[src/rtl/usb_rx_pkg.sv]
// Shared line-state encoding, receiver FSM states and framing thresholds for
// the full-speed USB receive front end.
package usb_rx_pkg;

    localparam logic [1:0] LS_SE0 = 2'd0;
    localparam logic [1:0] LS_J   = 2'd1;
    localparam logic [1:0] LS_K   = 2'd2;
    localparam logic [1:0] LS_SE1 = 2'd3;

    localparam logic [2:0] SYNC_MIN_ZEROS = 3'd5;
    localparam logic [2:0] STUFF_LIMIT    = 3'd6;
    localparam logic [2:0] ZERO_SAT       = 3'd7;

    // Four clocks per bit; phase 2 is the middle of the bit cell.
    localparam logic [1:0] SAMPLE_PHASE = 2'd2;

    typedef enum logic [1:0] {
        ST_IDLE,
        ST_SYNC,
        ST_DATA,
        ST_EOP
    } rx_state_t;

    function automatic logic is_jk(input logic [1:0] ls);
        return (ls == LS_J) || (ls == LS_K);
    endfunction

endpackage

[src/rtl/usb_rx_sync.sv]
// Two-flop synchroniser on D+/D- followed by the line-state register.
// Every stage resets to J so no transition is seen coming out of reset.
module usb_rx_sync
    import usb_rx_pkg::*;
(
    input  logic       clk,
    input  logic       reset_n,
    input  logic       usb_p_rx,
    input  logic       usb_n_rx,
    output logic [1:0] line_state,
    output logic       line_change
);

    // Bit 1 carries D-, bit 0 carries D+, which gives the line-state encoding directly.
    logic [1:0] meta_reg;
    logic [1:0] sync_reg;

    always_ff @(posedge clk) begin
        if (!reset_n) begin
            meta_reg   <= LS_J;
            sync_reg   <= LS_J;
            line_state <= LS_J;
        end else begin
            meta_reg   <= {usb_n_rx, usb_p_rx};
            sync_reg   <= meta_reg;
            line_state <= sync_reg;
        end
    end

    // High in the cycle whose edge will load a new value into line_state.
    assign line_change = (sync_reg != line_state);

endmodule

[src/rtl/usb_rx_cdr.sv]
// Full-speed USB receive front end: DPLL bit recovery, NRZI decode, SYNC and
// EOP framing, bit unstuffing, with registered strobes to the packet decoder.
module usb_rx_cdr
    import usb_rx_pkg::*;
(
    input  logic       clk,
    input  logic       reset_n,
    input  logic       usb_p_rx,
    input  logic       usb_n_rx,
    output logic [1:0] line_state,
    output logic       rx_bit_valid,
    output logic       rx_bit,
    output logic       pkt_start,
    output logic       pkt_end,
    output logic       rx_err
);

    logic       line_change;
    logic [1:0] phase_reg;
    logic       sample;
    logic       jk;
    logic       nrzi_bit;

    rx_state_t  state_reg, state_next;
    logic [2:0] zero_cnt_reg, zero_cnt_next;
    logic [2:0] ones_cnt_reg, ones_cnt_next;
    logic [1:0] prev_ls_reg, prev_ls_next;

    logic start_next, bit_valid_next, bit_next, end_next, err_next;
    logic start_reg, bit_valid_reg, bit_reg, end_reg, err_reg;

    usb_rx_sync u_sync (
        .clk         (clk),
        .reset_n     (reset_n),
        .usb_p_rx    (usb_p_rx),
        .usb_n_rx    (usb_n_rx),
        .line_state  (line_state),
        .line_change (line_change)
    );

    // Phase realigns on the same edge that loads a new line state, so the
    // strobe lands two clocks after every transition.
    always_ff @(posedge clk) begin
        if (!reset_n) begin
            phase_reg <= 2'd0;
        end else if (line_change) begin
            phase_reg <= 2'd0;
        end else begin
            phase_reg <= phase_reg + 2'd1;
        end
    end

    assign sample   = (phase_reg == SAMPLE_PHASE);
    assign jk       = is_jk(line_state);
    assign nrzi_bit = (line_state == prev_ls_reg);

    always_ff @(posedge clk) begin
        if (!reset_n) begin
            state_reg     <= ST_IDLE;
            zero_cnt_reg  <= 3'd0;
            ones_cnt_reg  <= 3'd0;
            prev_ls_reg   <= LS_J;
            start_reg     <= 1'b0;
            bit_valid_reg <= 1'b0;
            bit_reg       <= 1'b0;
            end_reg       <= 1'b0;
            err_reg       <= 1'b0;
        end else begin
            state_reg     <= state_next;
            zero_cnt_reg  <= zero_cnt_next;
            ones_cnt_reg  <= ones_cnt_next;
            prev_ls_reg   <= prev_ls_next;
            start_reg     <= start_next;
            bit_valid_reg <= bit_valid_next;
            bit_reg       <= bit_next;
            end_reg       <= end_next;
            err_reg       <= err_next;
        end
    end

    always_comb begin
        state_next    = state_reg;
        zero_cnt_next = zero_cnt_reg;
        ones_cnt_next = ones_cnt_reg;
        prev_ls_next  = prev_ls_reg;
        if (sample) begin
            if (jk) begin
                prev_ls_next = line_state;
            end
            unique case (state_reg)
                ST_IDLE: begin
                    if (line_state == LS_K) begin
                        state_next    = ST_SYNC;
                        zero_cnt_next = 3'd1;
                    end
                end
                ST_SYNC: begin
                    if (!jk) begin
                        state_next = ST_IDLE;
                    end else if (!nrzi_bit) begin
                        zero_cnt_next = (zero_cnt_reg == ZERO_SAT) ? ZERO_SAT
                                                                   : zero_cnt_reg + 3'd1;
                    end else if (zero_cnt_reg >= SYNC_MIN_ZEROS) begin
                        state_next    = ST_DATA;
                        ones_cnt_next = 3'd0;
                    end else begin
                        state_next = ST_IDLE;
                    end
                end
                ST_DATA: begin
                    if (line_state == LS_SE1) begin
                        state_next = ST_IDLE;
                    end else if (line_state == LS_SE0) begin
                        state_next = ST_EOP;
                    end else if (ones_cnt_reg == STUFF_LIMIT) begin
                        if (nrzi_bit) begin
                            state_next = ST_IDLE;
                        end else begin
                            ones_cnt_next = 3'd0;
                        end
                    end else begin
                        ones_cnt_next = nrzi_bit ? ones_cnt_reg + 3'd1 : 3'd0;
                    end
                end
                ST_EOP: begin
                    if (line_state != LS_SE0) begin
                        state_next = ST_IDLE;
                    end
                end
            endcase
            // Decoding of the next packet always starts from an idle J reference.
            if (state_next == ST_IDLE) begin
                prev_ls_next = LS_J;
            end
        end
    end

    always_comb begin
        start_next     = 1'b0;
        bit_valid_next = 1'b0;
        bit_next       = 1'b0;
        end_next       = 1'b0;
        err_next       = 1'b0;
        if (sample) begin
            unique case (state_reg)
                ST_IDLE: begin
                end
                ST_SYNC: begin
                    if (line_state == LS_SE1) begin
                        err_next = 1'b1;
                    end else if (jk && nrzi_bit && (zero_cnt_reg >= SYNC_MIN_ZEROS)) begin
                        start_next = 1'b1;
                    end
                end
                ST_DATA: begin
                    if (line_state == LS_SE1) begin
                        err_next = 1'b1;
                    end else if (jk) begin
                        if (ones_cnt_reg == STUFF_LIMIT) begin
                            err_next = nrzi_bit;
                        end else begin
                            bit_valid_next = 1'b1;
                            bit_next       = nrzi_bit;
                        end
                    end
                end
                ST_EOP: begin
                    if (line_state == LS_J) begin
                        end_next = 1'b1;
                    end else if (line_state != LS_SE0) begin
                        err_next = 1'b1;
                    end
                end
            endcase
        end
    end

    assign pkt_start    = start_reg;
    assign rx_bit_valid = bit_valid_reg;
    assign rx_bit       = bit_reg;
    assign pkt_end      = end_reg;
    assign rx_err       = err_reg;

endmodule

[config.mk]
export PLATFORM = sky130hd
export DESIGN_NAME = usb_rx_cdr
export DESIGN_NICKNAME = d
export VERILOG_FILES = /design/src/rtl/usb_rx_pkg.sv /design/src/rtl/usb_rx_sync.sv /design/src/rtl/usb_rx_cdr.sv
export SDC_FILE = /design/constraint.sdc
export NUM_CORES = 1
export LEC_CHECK = 0
export ABC_AREA = 0
export ABC_CLOCK_PERIOD_IN_PS = 2100
export BUFFER_PORTS_ARGS = -buffer_cell sky130_fd_sc_hd__buf_2
export CORE_MARGIN = 1
export CORE_UTILIZATION = 51
export DETAILED_ROUTE_END_ITERATION = 16
export PLACE_DENSITY = 0.8
export SYNTH_ARGS = -nofsm -noshare
export SYNTH_HDL_FRONTEND = slang
export SYNTH_HIERARCHICAL = 1
export SYNTH_SLANG_ARGS = --single-unit
[constraint.sdc]
create_clock -name clk -period 2.1 [get_ports clk]
set_input_delay 0.105 -clock clk [delete_from_list [all_inputs] [get_ports clk]]
set_output_delay 0.105 -clock clk [all_outputs]
set_load 0.05 [all_outputs]
==> results of run 1 <==
## through the flow
step                      setup WS [ns]  instance area [sq um]  hold slack, ns  total power [W]  std cells
after floorplan                 0.06697                   1141          0.1774        0.0005111        123
after global placement           0.2217                   1226          0.2909        0.0005282        160
after detailed placement         0.1323                   1226          0.3019        0.0005312        160
after CTS                        0.1063                   1272         0.08059        0.0007363        166
after global routing            0.06126                   1290         0.09999        0.0007584        166
final                            0.1457                   1290         0.08514        0.0007332        166
## Yosys cell counts
| library cell | n | area, sq um |
|---|---|---|
| o211ai_1 | 1 | 7.510 |
| o22a_2 | 1 | 10.01 |
| a21oi_1 | 7 | 35.03 |
| a21o_1 | 1 | 7.510 |
| nor3_1 | 2 | 10.01 |
| nor4bb_1 | 1 | 10.01 |
| or4_1 | 2 | 15.01 |
| nand3_1 | 2 | 10.01 |
| a31oi_1 | 1 | 6.260 |
| nand2_2 | 1 | 6.260 |
| xnor2_1 | 2 | 17.52 |
| nand2_1 | 10 | 37.54 |
| buf_6 | 1 | 11.26 |
| o31a_1 | 1 | 8.760 |
| a211oi_1 | 2 | 15.01 |
| mux2i_1 | 2 | 20.02 |
| xnor2_2 | 2 | 32.53 |
| nand2b_1 | 6 | 37.54 |
| nor4b_1 | 1 | 8.760 |
| a221oi_1 | 2 | 17.52 |
| nand4_1 | 2 | 12.51 |
| and3_2 | 2 | 15.01 |
| o21ai_0 | 5 | 25.02 |
| nor3b_1 | 1 | 7.510 |
| o21a_1 | 1 | 7.510 |
| dfxtp_1 | 23 | 460.4 |
| buf_2 | 2 | 10.01 |
| inv_1 | 8 | 30.03 |
| and2_1 | 3 | 18.77 |
| a22oi_1 | 1 | 7.510 |
| nor2b_1 | 1 | 6.260 |
| nand3b_1 | 2 | 15.01 |
| o311ai_0 | 2 | 17.52 |
| nor2b_4 | 1 | 13.76 |
| ha_1 | 9 | 112.6 |
| nor2_1 | 11 | 41.29 |
| o41ai_1 | 1 | 8.760 |
## per-layer routing
layer / vias up / global-route usage, % / wire length [um]
met3: 6 / 4.984 / 140
met1: 429 / 22.61 / 972
met5: - / 0 / 0
met4: 0 / 9.314 / 29
li1: 461 / - / -
met2: 41 / 36.76 / 1080
## path summary, 6_finish.rpt
| path | startpoint | end | slack (ns) | depth (start not counted) |
|---|---|---|---|---|
| max | u_sync/line_state[0] | ones_cnt_reg[1] | 0.15 | 6 |
| min | reset_n | u_sync/sync_reg[0] | 0.09 | 2 |
| max reg2reg | u_sync/line_state[0] | ones_cnt_reg[1] | 0.15 | 6 |
| min reg2reg | u_sync/meta_reg[0] | u_sync/sync_reg[0] | 0.43 | 1 |
## what timing repair did
item	4_1_cts	5_1_grt
setup endpoints to repair	0	2
hold endpoints to repair	2	0
resized for setup	0	3
hold buffers	2	0
## kinds of logic (layout without fill, tap and decap cells)
logic type | count (synthesis) | count (layout)
compound gates | 26 | 26
xor+xnor | 4 | 4
fa+ha+maj | 9 | 9
buf+inv | 11 | 27
flops | 23 | 23
mux | 2 | 2
simple gates | 48 | 48
## worst register-to-register path, cell delays in order (launching register included)
cell and delay [ns]:
dfxtp_4 0.41, inv_1 0.10, ha_4 0.30, nand2_1 0.07
o31a_1 0.36, or4_1 0.50, a21oi_1 0.15
## layout by cell type, fill, tap and decap left out, types with 3 or more instances in the layout
cell	Yosys	layout
a21oi_1	7	7
and2_1	3	3
buf_2	2	10
buf_4	0	3
clkbuf_4	0	3
dfxtp_1	23	21
ha_1	9	8
inv_1	8	8
nand2_1	10	10
nand2b_1	6	6
nor2_1	11	11
o21ai_0	5	5
## power by group
group          internal [W]  switching, W
sequential         0.000445     0.0000102
clock             0.0000744      0.000132
combinational     0.0000309     0.0000413
## cell type report
class                   count  area [sq um]
clock buffers               4         26.28
multi-input cells          89         639.4
well taps                  27         33.78
flip-flops and latches     23         467.9
fillers                   167         732.0
repair buffers             15         92.59
inverters                   8         30.03
==> impl_metrics.py, run 1 <==
metrics = {
    "clocking": {
        "clockBufferDepth": 2,
        "cts_tree": "yes",
        "cts_buffers": 3,
        "clock-sinks": 23,
        "cts-root-buf": "clkbuf_4",
        "cts.clk_slew.worst_paths_ns": 0.12,
        "post_cts.repair.setup_buffers": 0,
        "clk_latency_ns": 0.32,
        "cts.htree.levels": 1,
    },
    "detailed_routing": {
        "dr.pass1.iters": 8,
        "wirelength_um": 2222,
        "drt_iter0_drc": 28,
        "post_drt_via_cell_ratio": 5.645,
        "drcViolationCount": 0,
        "drt.antenna.violating_nets": 0,
        "num_vias": 937,
        "routedWlPerCell_um": 13.39,
    },
    "status": {
        "status": "finished clean",
    },
    "worst_setup_path": {
        "cp_slowest_stage_delay_ns": 0.50,
        "cp_num_buf_inv": 1,
        "cp_top_family": "simple AND/OR/NAND/NOR gates",
        "slowest_stage": "or4_1",
        "cp-end-kind": "flip-flop",
        "crit_chain": "inv_1 > ha_4 > nand2_1 > o31a_1 > or4_1 > a21oi_1",
        "critPathMaxFanout": 6,
        "critPathArrivalTime_ns": 2.21,
        "critPathKind": "reg -> reg",
        "startpoint_type": "flip-flop",
        "required_ns": 2.36,
    },
    "sta": {
        "tns_ns": 0,
        "fin_crit_ns": 1.954,
        "clock.fmax_mhz": 511.7,
        "setup_viol": 0,
        "relSlewSlack_pct": 64.36,
        "fin_skew_ns": 0.005634,
        "worstMarginPinSlew_ns": 0.5279,
        "rsz0062_at_grt": "no",
        "hold_viol": 0,
        "maxSlewViolCount": 0,
        "final.period_utilization_pct": 93.06,
    },
    "synthesis": {
        "yosysWarningCount": 6,
        "synth_top_family_by_area": "simple AND/OR/NAND/NOR gates",
        "synth.avg_cell_area_sq_um": 9.216,
        "synth_cell_types": 37,
        "synth.area.mux_share_pct": 1.766,
        "synth_fa_ha_area_share_pct": 9.934,
        "syn_area_sq_um": 1134,
        "synth_nets": 136,
        "ys_ff_latch": 23,
        "syn_inst": 123,
        "synth-xor-area-share_pct": 4.415,
        "ys_seq_area_share_pct": 40.62,
        "synth_compound_area_share_pct": 15.34,
        "synthSimpleGateAreaFrac_pct": 23.40,
    },
    "floorplan": {
        "die_height_um": 49.15,
        "start_util_pct": 56.06,
        "dieArea_sq_um": 2415,
        "ios": 11,
        "core_area_sq_um": 2022,
        "fp.dieW_um": 49.15,
        "num_rows": 16,
    },
    "global_route": {
        "grt_pass1_wl_um": 3767,
        "antenna_found_initial": 0,
        "track_usage_pct": 20.55,
        "grt_remaining_overflow": 0,
        "grt_max_degree": 15,
        "grt_pass1_vias": 905,
    },
    "final_layout": {
        "post-route-util_pct": 63.80,
        "synthToLayoutAreaGrowth_pct": 13.80,
        "diodes": 0,
        "nNetsFinal": 153,
        "drive_gt1_share_pct": 19.42,
    },
    "pwr": {
        "vdd_drop_max_mv": 0.5175,
        "power-per-cell-area_nw_per_um2": 568.4,
        "leakage_nw": 0.5243,
    },
    "placed_design": {
        "io_buffers": 10,
        "dpl.hpwl_um": 1652,
        "place.gp.congestion": 0.9048,
    },
    "run": {
        "max_cap_viol_count": 0,
    },
    "hold_path": {
        "min_path_type": "in -> reg",
    },
}
Note: power is estimated with default switching activity, not from simulation.
==> run 2, diff against run 1 <==
==> constraint.sdc (replaced) <==
create_clock -name clk -period 2.1 [get_ports clk]
set_input_delay 0.105 -clock clk [delete_from_list [all_inputs] [get_ports clk]]
set_output_delay 0.105 -clock clk [all_outputs]
set_load 0.02 [all_outputs]
==> run 2 against run 1 <==
Hold slack improved by 0.010 ns. Critical path depth stayed put. First-iteration DRC count fell by 14%. Register-to-register slack worse by 0.05 ns. Sequential share of layout area up 0.50 points. Via count rose by 0.21%. Fmax is 2.4% lower. Largest power group unchanged.
==> impl_metrics.py, run 2 (synthesis results as in run 1) <==
metrics = {
    "clocking": {
        "post_cts.repair.setup_buffers": 0,
        "cts_buffers": 3,
        "cts.clk_slew.worst_paths_ns": 0.11,
        "cts_tree": "yes",
        "clock-sinks": 23,
        "clk_latency_ns": 0.31,
        "cts-root-buf": "clkbuf_4",
        "clockBufferDepth": 2,
        "cts.htree.levels": 1,
    },
    "placed_design": {
        "place.gp.congestion": 0.8691,
        "io_buffers": 10,
        "place_area_sq_um": 1221,
        "dp.cells": 160,
        "dpl.hpwl_um": 1602,
        "dp_worst_setup_slack_ns": 0.07638,
    },
    "sta": {
        "clock.fmax_mhz": 499.7,
        "tns_ns": 0,
        "final.period_utilization_pct": 95.30,
        "maxSlewViolCount": 0,
        "setup_ws_ns": 0.09862,
        "rsz0062_at_grt": "no",
        "hold_viol": 0,
        "worstMarginPinSlew_ns": 0.5107,
        "setup_viol": 0,
        "relSlewSlack_pct": 65.95,
        "hold-worst-slack_ns": 0.09526,
        "fin_skew_ns": 0.004140,
        "fin_crit_ns": 2.001,
    },
    "floorplan": {
        "ios": 11,
        "dieArea_sq_um": 2415,
        "fp.dieW_um": 49.15,
        "start_util_pct": 56.06,
        "core_area_sq_um": 2022,
        "die_height_um": 49.15,
        "num_rows": 16,
    },
    "hold_path": {
        "min_path_type": "in -> reg",
    },
    "worst_setup_path": {
        "cp_slowest_stage_delay_ns": 0.48,
        "cp-end-kind": "flip-flop",
        "cp_top_family": "simple AND/OR/NAND/NOR gates",
        "startpoint_type": "flip-flop",
        "critPathArrivalTime_ns": 2.24,
        "critPathMaxFanout": 6,
        "required_ns": 2.34,
        "critPathKind": "reg -> reg",
        "crit_chain": "ha_1 > nor3b_1 > nand3b_1 > o31a_1 > or4_1 > a21oi_1",
        "slowest_stage": "or4_1",
        "cp_num_buf_inv": 0,
    },
    "pwr": {
        "power-per-cell-area_nw_per_um2": 566.4,
        "vdd_drop_max_mv": 0.4176,
        "leakage_nw": 0.5259,
    },
    "final_layout": {
        "diodes": 0,
        "stdcell_count": 166,
        "final_cell_mix": "21 x dfxtp_1, 11 x nor2_1, 10 x nand2_1, 10 x buf_2, 9 x ha_1",
        "final_common_cell": "dfxtp_1",
        "synthToLayoutAreaGrowth_pct": 12.25,
        "drive_gt1_share_pct": 17.99,
        "nNetsFinal": 153,
        "fin_area_sq_um": 1272,
    },
    "global_route": {
        "grt_max_degree": 15,
        "track_usage_pct": 20.79,
        "grt_remaining_overflow": 0,
        "grt_pass1_wl_um": 3850,
        "grt_pass1_vias": 916,
        "antenna_found_initial": 0,
    },
    "detailed_routing": {
        "wirelength_um": 2167,
        "routedWlPerCell_um": 13.05,
        "num_vias": 939,
        "dr.pass1.iters": 4,
        "drcViolationCount": 0,
        "drt_iter0_drc": 24,
        "post_drt_via_cell_ratio": 5.657,
        "drt.antenna.violating_nets": 0,
    },
    "run": {
        "max_cap_viol_count": 0,
    },
    "status": {
        "status": "finished clean",
    },
}
==> run 2: cell counts in the layout (fill, tap and decap cells not counted) <==
No cell type changed its count.
==> run 2: final cells by class <==
class | instances | area, sq um
flip-flops and latches | 23 | 467.9
multi-input cells | 89 | 621.8
repair buffers | 15 | 92.59
inverters | 8 | 30.03
well taps | 27 | 33.78
clock buffers | 4 | 26.28
fillers | 189 | 749.5
==> run 2: path summary, 6_finish.rpt <==
kind                   startpoint                    to  slack, ns  cells past startpoint
min reg2reg          phase_reg[0]          phase_reg[0]       0.43                      1
max          u_sync/line_state[0]       ones_cnt_reg[1]        0.1                      6
min                       reset_n  u_sync/line_state[0]        0.1                      2
max reg2reg  u_sync/line_state[0]       ones_cnt_reg[1]        0.1                      6
==> run 2: worst register-to-register path: cells and delay by family (launching register included) <==
kind	cells	cell delay, ns
fa+ha+maj	1	0.26
compound gates	2	0.33
simple gates	3	0.97
flops	1	0.39
==> run 2: metrics by stage <==
stage	power, W	util (%)
floorplan	0.0005103	-
CTS	0.0007327	62.69
global route	0.0007581	62.93
global placement	0.0005273	60.40
finish	0.0007207	62.93
detailed placement	0.0005303	60.40
==> run 2: what timing repair did <==
| action | CTS | global route |
|---|---|---|
| resized for setup | 0 | 3 |
| setup endpoints to repair | 0 | 6 |
| endpoints found under the hold margin | 2 | 0 |
| hold buffers | 2 | 0 |
==> run 2: where the power goes <==
group | switching (W) | internal, W
Sequential | 0.00000977 | 0.000445
Clock | 0.000125 | 0.0000741
Combinational | 0.0000375 | 0.0000294
==> run 2: metal layers <==
metal	vias to the layer above	global-route usage, %	share of wire [%]	wire [um]
met4	0	10.78	3.3	72
met5	-	0	0	0
met3	10	4.361	4.0	86
met2	28	36.30	48	1043
li1	466	-	-	-
met1	435	23.53	45	965
